File: src/rtl/jtag_scan_driver_pkg.sv
// Shared types for the JTAG scan driver: op codes, FSM and TAP state encodings,
// preamble TMS patterns and the 16-state TAP next-state function.
package jtag_scan_driver_pkg;

   typedef enum logic [1:0] {
      OP_RESET   = 2'b00,
      OP_IR_SCAN = 2'b01,
      OP_DR_SCAN = 2'b10,
      OP_RUNTEST = 2'b11
   } op_t;

   typedef enum logic [2:0] {
      ST_INIT, ST_IDLE, ST_PRE, ST_SHIFT, ST_POST, ST_RUN, ST_RSP
   } fsm_t;

   // Customary 1149.1 four-bit TAP state encoding
   typedef enum logic [3:0] {
      TAP_EXIT2_DR = 4'h0, TAP_EXIT1_DR = 4'h1, TAP_SHIFT_DR = 4'h2, TAP_PAUSE_DR = 4'h3,
      TAP_SEL_IR   = 4'h4, TAP_UPD_DR   = 4'h5, TAP_CAP_DR   = 4'h6, TAP_SEL_DR   = 4'h7,
      TAP_EXIT2_IR = 4'h8, TAP_EXIT1_IR = 4'h9, TAP_SHIFT_IR = 4'hA, TAP_PAUSE_IR = 4'hB,
      TAP_RTI      = 4'hC, TAP_UPD_IR   = 4'hD, TAP_CAP_IR   = 4'hE, TAP_TLR      = 4'hF
   } tap_state_t;

   // Preamble TMS patterns are emitted LSB first
   localparam logic [7:0] IR_PRE_TMS  = 8'b0000_0011;
   localparam int         IR_PRE_LEN  = 4;
   localparam logic [7:0] DR_PRE_TMS  = 8'b0000_0001;
   localparam int         DR_PRE_LEN  = 3;
   localparam logic [7:0] RST_PRE_TMS = 8'b0001_1111;
   localparam int         RST_PRE_LEN = 6;

   localparam logic [1:0] BYPASS_IR = 2'b11;

   function automatic tap_state_t tap_next(input tap_state_t s, input logic tms);
      case (s)
         TAP_TLR:      tap_next = tms ? TAP_TLR      : TAP_RTI;
         TAP_RTI:      tap_next = tms ? TAP_SEL_DR   : TAP_RTI;
         TAP_SEL_DR:   tap_next = tms ? TAP_SEL_IR   : TAP_CAP_DR;
         TAP_CAP_DR:   tap_next = tms ? TAP_EXIT1_DR : TAP_SHIFT_DR;
         TAP_SHIFT_DR: tap_next = tms ? TAP_EXIT1_DR : TAP_SHIFT_DR;
         TAP_EXIT1_DR: tap_next = tms ? TAP_UPD_DR   : TAP_PAUSE_DR;
         TAP_PAUSE_DR: tap_next = tms ? TAP_EXIT2_DR : TAP_PAUSE_DR;
         TAP_EXIT2_DR: tap_next = tms ? TAP_UPD_DR   : TAP_SHIFT_DR;
         TAP_UPD_DR:   tap_next = tms ? TAP_SEL_DR   : TAP_RTI;
         TAP_SEL_IR:   tap_next = tms ? TAP_TLR      : TAP_CAP_IR;
         TAP_CAP_IR:   tap_next = tms ? TAP_EXIT1_IR : TAP_SHIFT_IR;
         TAP_SHIFT_IR: tap_next = tms ? TAP_EXIT1_IR : TAP_SHIFT_IR;
         TAP_EXIT1_IR: tap_next = tms ? TAP_UPD_IR   : TAP_PAUSE_IR;
         TAP_PAUSE_IR: tap_next = tms ? TAP_EXIT2_IR : TAP_PAUSE_IR;
         TAP_EXIT2_IR: tap_next = tms ? TAP_UPD_IR   : TAP_SHIFT_IR;
         TAP_UPD_IR:   tap_next = tms ? TAP_SEL_DR   : TAP_RTI;
         default:      tap_next = TAP_TLR;
      endcase
   endfunction

endpackage

File: src/rtl/jtag_scan_driver_tap_state_mirror.sv
// Tracks the downstream TAP state from the TMS stream driven into it.
// One TCK per transition; held in Test-Logic-Reset while Reset is high.
module tap_state_mirror
   import jtag_scan_driver_pkg::*;
(
   input  logic       TCK,
   input  logic       Reset,
   input  logic       TMS,
   output tap_state_t tap_state
);

   always_ff @(posedge TCK) begin
      if (Reset) tap_state <= TAP_TLR;
      else       tap_state <= tap_next(tap_state, TMS);
   end

endmodule

File: src/rtl/jtag_scan_driver.sv
// Command-driven JTAG master: walks the TAP, shifts payload LSB-first, returns TDO.
// Optional RUNTEST idling is built only when JTAG_SCAN_DRIVER_RUNTEST_EN is defined.
module jtag_scan_driver
   import jtag_scan_driver_pkg::*;
#(
   parameter  int N         = 16,
   localparam int CHAIN_LEN = 3*N + 3,
   localparam int LEN_W     = $clog2(CHAIN_LEN + 1)
) (
   input  logic                 TCK,
   input  logic                 Reset,
   input  logic                 cmd_valid,
   output logic                 cmd_ready,
   input  logic [1:0]           cmd_op,
   input  logic [LEN_W-1:0]     cmd_len,
   input  logic [CHAIN_LEN-1:0] cmd_data,
   output logic                 rsp_valid,
   input  logic                 rsp_ready,
   output logic [CHAIN_LEN-1:0] rsp_data,
   output logic                 TMS,
   output logic                 TDI,
   input  logic                 TDO,
   output logic [3:0]           tap_state
);

   localparam logic [LEN_W-1:0] MAX_LEN = LEN_W'(CHAIN_LEN);

   fsm_t                 state, state_nxt;
   op_t                  op_q;
   logic [LEN_W-1:0]     len_q, cnt, len_clamp, pre_last;
   logic [CHAIN_LEN-1:0] data_q, rsp_q;
   logic [7:0]           pre_tms;
   logic                 cnt_clr, accept, shift_en, tdo_bit;
   tap_state_t           tap_q;

   assign len_clamp = (cmd_len > MAX_LEN) ? MAX_LEN : cmd_len;
   // Undriven or unknown TDO is captured as 0
   assign tdo_bit   = (TDO === 1'b1);
   assign rsp_data  = rsp_q;
   assign tap_state = tap_q;

   always_comb begin
      pre_tms  = RST_PRE_TMS;
      pre_last = LEN_W'(RST_PRE_LEN - 1);
      case (op_q)
         OP_IR_SCAN: begin
            pre_tms  = IR_PRE_TMS;
            pre_last = LEN_W'(IR_PRE_LEN - 1);
         end
         OP_DR_SCAN: begin
            pre_tms  = DR_PRE_TMS;
            pre_last = LEN_W'(DR_PRE_LEN - 1);
         end
         default: ;
      endcase
   end

   always_comb begin
      state_nxt = state;
      TMS       = 1'b0;
      TDI       = 1'b0;
      cmd_ready = 1'b0;
      rsp_valid = 1'b0;
      cnt_clr   = 1'b0;
      accept    = 1'b0;
      shift_en  = 1'b0;
      case (state)
         ST_INIT: begin
            TMS = RST_PRE_TMS[cnt[2:0]];
            if (cnt == LEN_W'(RST_PRE_LEN - 1)) begin
               state_nxt = ST_IDLE;
               cnt_clr   = 1'b1;
            end
         end
         ST_IDLE: begin
            cmd_ready = 1'b1;
            cnt_clr   = 1'b1;
            if (cmd_valid) begin
               accept = 1'b1;
               case (op_t'(cmd_op))
                  OP_RESET:   state_nxt = ST_PRE;
`ifdef JTAG_SCAN_DRIVER_RUNTEST_EN
                  OP_RUNTEST: state_nxt = (cmd_len == '0) ? ST_RSP : ST_RUN;
`else
                  OP_RUNTEST: state_nxt = ST_RSP;
`endif
                  default:    state_nxt = (len_clamp == '0) ? ST_RSP : ST_PRE;
               endcase
            end
         end
         ST_PRE: begin
            TMS = pre_tms[cnt[2:0]];
            if (cnt == pre_last) begin
               state_nxt = (op_q == OP_RESET) ? ST_RSP : ST_SHIFT;
               cnt_clr   = 1'b1;
            end
         end
         ST_SHIFT: begin
            shift_en = 1'b1;
            TDI      = data_q[cnt];
            TMS      = (cnt == len_q - 1'b1);
            if (TMS) begin
               state_nxt = ST_POST;
               cnt_clr   = 1'b1;
            end
         end
         ST_POST: begin
            TMS = (cnt == '0);
            if (cnt == LEN_W'(1)) begin
               state_nxt = ST_RSP;
               cnt_clr   = 1'b1;
            end
         end
`ifdef JTAG_SCAN_DRIVER_RUNTEST_EN
         ST_RUN: begin
            if (cnt == len_q - 1'b1) begin
               state_nxt = ST_RSP;
               cnt_clr   = 1'b1;
            end
         end
`endif
         ST_RSP: begin
            rsp_valid = 1'b1;
            cnt_clr   = 1'b1;
            if (rsp_ready) state_nxt = ST_IDLE;
         end
         default: state_nxt = ST_INIT;
      endcase
   end

   always_ff @(posedge TCK) begin
      if (Reset) begin
         state  <= ST_INIT;
         cnt    <= '0;
         op_q   <= OP_RESET;
         len_q  <= '0;
         data_q <= '0;
         rsp_q  <= '0;
      end else begin
         state <= state_nxt;
         cnt   <= cnt_clr ? '0 : cnt + 1'b1;
         if (accept) begin
            op_q   <= op_t'(cmd_op);
            len_q  <= (op_t'(cmd_op) == OP_RUNTEST) ? cmd_len : len_clamp;
            data_q <= cmd_data;
            rsp_q  <= '0;
         end
         if (shift_en) rsp_q[cnt] <= tdo_bit;
      end
   end

   tap_state_mirror u_mirror (
      .TCK       (TCK),
      .Reset     (Reset),
      .TMS       (TMS),
      .tap_state (tap_q)
   );

endmodule

File: config.mk
export PLATFORM = sky130hd
export DESIGN_NAME = jtag_scan_driver
export DESIGN_NICKNAME = d
export VERILOG_FILES = /design/src/rtl/jtag_scan_driver_pkg.sv /design/src/rtl/jtag_scan_driver_tap_state_mirror.sv /design/src/rtl/jtag_scan_driver.sv
export SDC_FILE = /design/constraint.sdc
export NUM_CORES = 1
export LEC_CHECK = 0
export BUFFER_PORTS_ARGS = -buffer_cell sky130_fd_sc_hd__buf_2
export CORE_UTILIZATION = 40
export DETAILED_ROUTE_END_ITERATION = 7
export PLACE_DENSITY = 0.67
export SLEW_MARGIN = 20
export SYNTH_ARGS = -nofsm -noshare
export SYNTH_HDL_FRONTEND = slang
export SYNTH_SLANG_ARGS = --single-unit
File: constraint.sdc
create_clock -name TCK -period 2.78 [get_ports TCK]
set_input_delay 0.834 -clock TCK [delete_from_list [all_inputs] [get_ports TCK]]
set_output_delay 0.834 -clock TCK [all_outputs]
set_load 0.02 [all_outputs]
==> out/qor.csv <==
stage,metric,value,unit
outcome,outcome,finished with violations,
outcome,violated checks,setup timing,
drt,Initial DRC Count,550,
die,I/O pin count,123,
yosys,cell with the most instances after synthesis,nand2_1,
pwr,Worst VDD drop,0.487,mV
yosys,Mapped Area,0.00591,mm²
pwr,PD cells,764,mW/mm²
cells_and_area,Reg area,0.00250,mm²
sta,final setup vio count,2,
yosys,Synth Flop Type,dfxtp_1,
clock_tree,H-Tree Depth,4,
drt,met3 WL,1290,µm
die,core area,0.0145,mm²
sta,Sum Neg Setup Slack,-0.415,ns
sta,Worst Skew,0.00999,ns
sta,Max-slew headroom,50.7,%
die,die area,0.0153,mm²
die,width of the die,124,µm
yosys,Syn. warnings,0,
placement,routability congestion estimate from global placement,0.875,
die,Initial Util,40.8,%
global_routing,vias in the first global route,5326,
cells_and_area,fillers,1385,
drt,DRC,0,
global_routing,first-pass GRT wire length,27200,µm
clock_tree,# clock sinks,124,
placement,HPWL Detailed,11600,µm
yosys,Area contributors post-synth,"dfxtp_1 (42%), a21oi_1 (10%), nand2_1 (8.6%)",
flow_run,Max-Cap Viols,0,
cells_and_area,area of the multi-input gates,0.00314,mm²
die,row cnt,44,
yosys,syn nets,808,
cells_and_area,"Design Area, Final",0.00756,mm²
yosys,Synth Register Bits,124,
sta,post-route setup slack,-0.255,ns
sta,f_max,329,MHz
drt,met2 routed WL,8170,µm
sta,Slew Limit Fails,0,
clock_tree,clock-pin slew on the worst setup and hold paths,0.06,ns
drt,Via density,5.58,
clock_tree,TritonCTS clock tree,built,
sta,min cycle time layout,3.04,ns
sta,slew of the pin with the lowest slew margin,0.740,ns
setup_path,"Max FO, Critical Path",11,
drt,vias,5881,
clock_tree,Inserted Clock Buffers,17,
setup_path,Crit Path Class,reg2out,
yosys,fraction of registers with async set/reset,0,%
clock_tree,"Clk Latency, worst-skew pair",0.42,ns
global_routing,pin count of the biggest net entering global routing,70,
yosys,Synth area leader,dfxtp_1,
setup_path,crit end category,output pin,
worst_hold_path,Worst Hold Class,reg2reg,
clock_tree,CTS Root Cell,clkbuf_16,
yosys,Synth top area share,42.0,%
yosys,Post-Syn Area per Cell,8.03,µm²
drt,DR top layer,met4,
sta,period utilization,109,%
yosys,Post-synth top cells,"nand2_1 (136), dfxtp_1 (124), a21oi_1 (123), nand3_1 (64), o211ai_1 (54)",
clock_tree,maximum clock insertion buffer count,2,
yosys,cell count after synthesis,736,
yosys,Cell variety after synth,60,
cells_and_area,diode count,0,
global_routing,GRT overflow,0,
global_routing,initial antenna violation count,0,
drt,DR pass1 iterations,5,
drt,routed wire length,17400,µm
yosys,number of enable flip-flop cells after synthesis,0,
drt,Met1 Wirelength,7670,µm
setup_path,CP required,1.95,ns
sta,RSZ-0062 raised after global routing,yes,
drt,antenna-violating nets left,0,
placement,Buffers on Ports,122,
cells_and_area,# nets final,928,
setup_path,WP data arrival,2.20,ns
yosys,"Seq/Total Area, Yosys",42.0,%
die,Die Span Y,124,µm
sta,Final Hold Viols,0,
placement,Area after DPL,0.00680,mm²
placement,dpl ws,0.0148,ns
pwr,Pleak,2.94,nW
pwr,overall power,5.78,mW
setup_path,CP startpoint kind,flop,
global_routing,total global-route track usage,23.4,%
cells_and_area,layout cells sized above 1,27.2,%
drt,wire per inst,16.5,µm
cells_and_area,P&R area growth vs syn,28.0,%
## cells in the final DEF, fill, tap and decap left out, drive strengths merged, types with 5 or more instances in the layout
cell    Yosys  routed
nand3      64      64
a31oi       6       6
nor3b       5       5
nand2b      5       5
nor3        9       9
nor2b       7       7
nand2     137     137
buf        27     164
dfxtp     124     124
inv        14      15
xor2        6       6
clkbuf     37      22
a221oi      9       9
nor2       26      26
a21oi     124     124
clkinv      1       5
ha          8       8
o211ai     54      54
o21ai      10      10
## final cells by class
class	count	share of cell area, %
timing repair buffer	165	13.5
sequential	124	33.0
clock inverter	10	1.82
clock buffer	22	6.27
multi-input combinational	533	41.6
inverter	15	0.761
tap	184	3.05
## path summary, 6_finish.rpt
| kind | startpoint | end | slack, ns | depth (start not counted) |
|---|---|---|---|---|
| setup / recovery | cnt[0] | TDI | -0.26 | 8 |
| hold / removal | data_q[19] | data_q[19] | 0.45 | 2 |
| setup reg to reg | state[2] | rsp_data[33] | 0.47 | 6 |
| hold reg to reg | data_q[19] | data_q[19] | 0.45 | 2 |
## critical path, cell delays in order, from the launching register on
cell,delay (ns)
dfxtp_4,0.36
bufbuf_16,0.28
nor2b_4,0.13
a221oi_1,0.24
a31oi_1,0.06
o21ai_0,0.16
o21ai_1,0.09
o31a_1,0.32
buf_6,0.14
## metrics by stage
| stage | util (%) | instances | hold WS (ns) |
|---|---|---|---|
| after floorplan | - | 736 | 0.432 |
| after global placement | 47.0 | 1017 | 0.442 |
| after detailed placement | 47.0 | 1017 | 0.447 |
| after CTS | 52.0 | 1052 | 0.455 |
| after global routing | 52.2 | 1053 | 0.479 |
| final | 52.2 | 1053 | 0.453 |
## kinds of logic (layout without fill, tap and decap cells)
logic type,after synthesis,count (layout),synth area share [%]
and+or+nand+nor,275,275,21.8
adders and majority gates,8,8,1.69
muxes,12,12,2.96
buffers and inverters,79,212,5.68
AOI/OAI and AO/OA,228,228,24.1
xor gates and xnor gates,10,10,1.74
DFF,124,124,42.0
## sequential cells by signal, summed over array words and instances (netlist names), named ones only
name                flops
op_q                    2
cnt                     6
len_q                   6
state                   3
rsp_data               51
data_q                 51
u_mirror.tap_state      4
## power breakdown
| group | switching, mW | internal, mW |
|---|---|---|
| registers | 0.155 | 1.93 |
| clock network | 0.803 | 1.48 |
| logic | 0.765 | 0.650 |
| total | 1.72 | 4.05 |
## repair_timing
action | in CTS | in global routing
pin swaps | 8 | 2
hold buffers | 0 | 0
resized for setup | 21 | 7
cloned | 1 | 0
endpoints found under the setup margin | 2 | 3
setup buffers | 2 | 1
## metal layers
metal / track usage [%] / vias to the layer above
li1: - / 2874
met1: 31.3 / 2719
met4: 7.76 / 0
met3: 5.44 / 28
met5: 0 / -
met2: 37.0 / 260
Note: power is estimated with default switching activity, not from simulation.
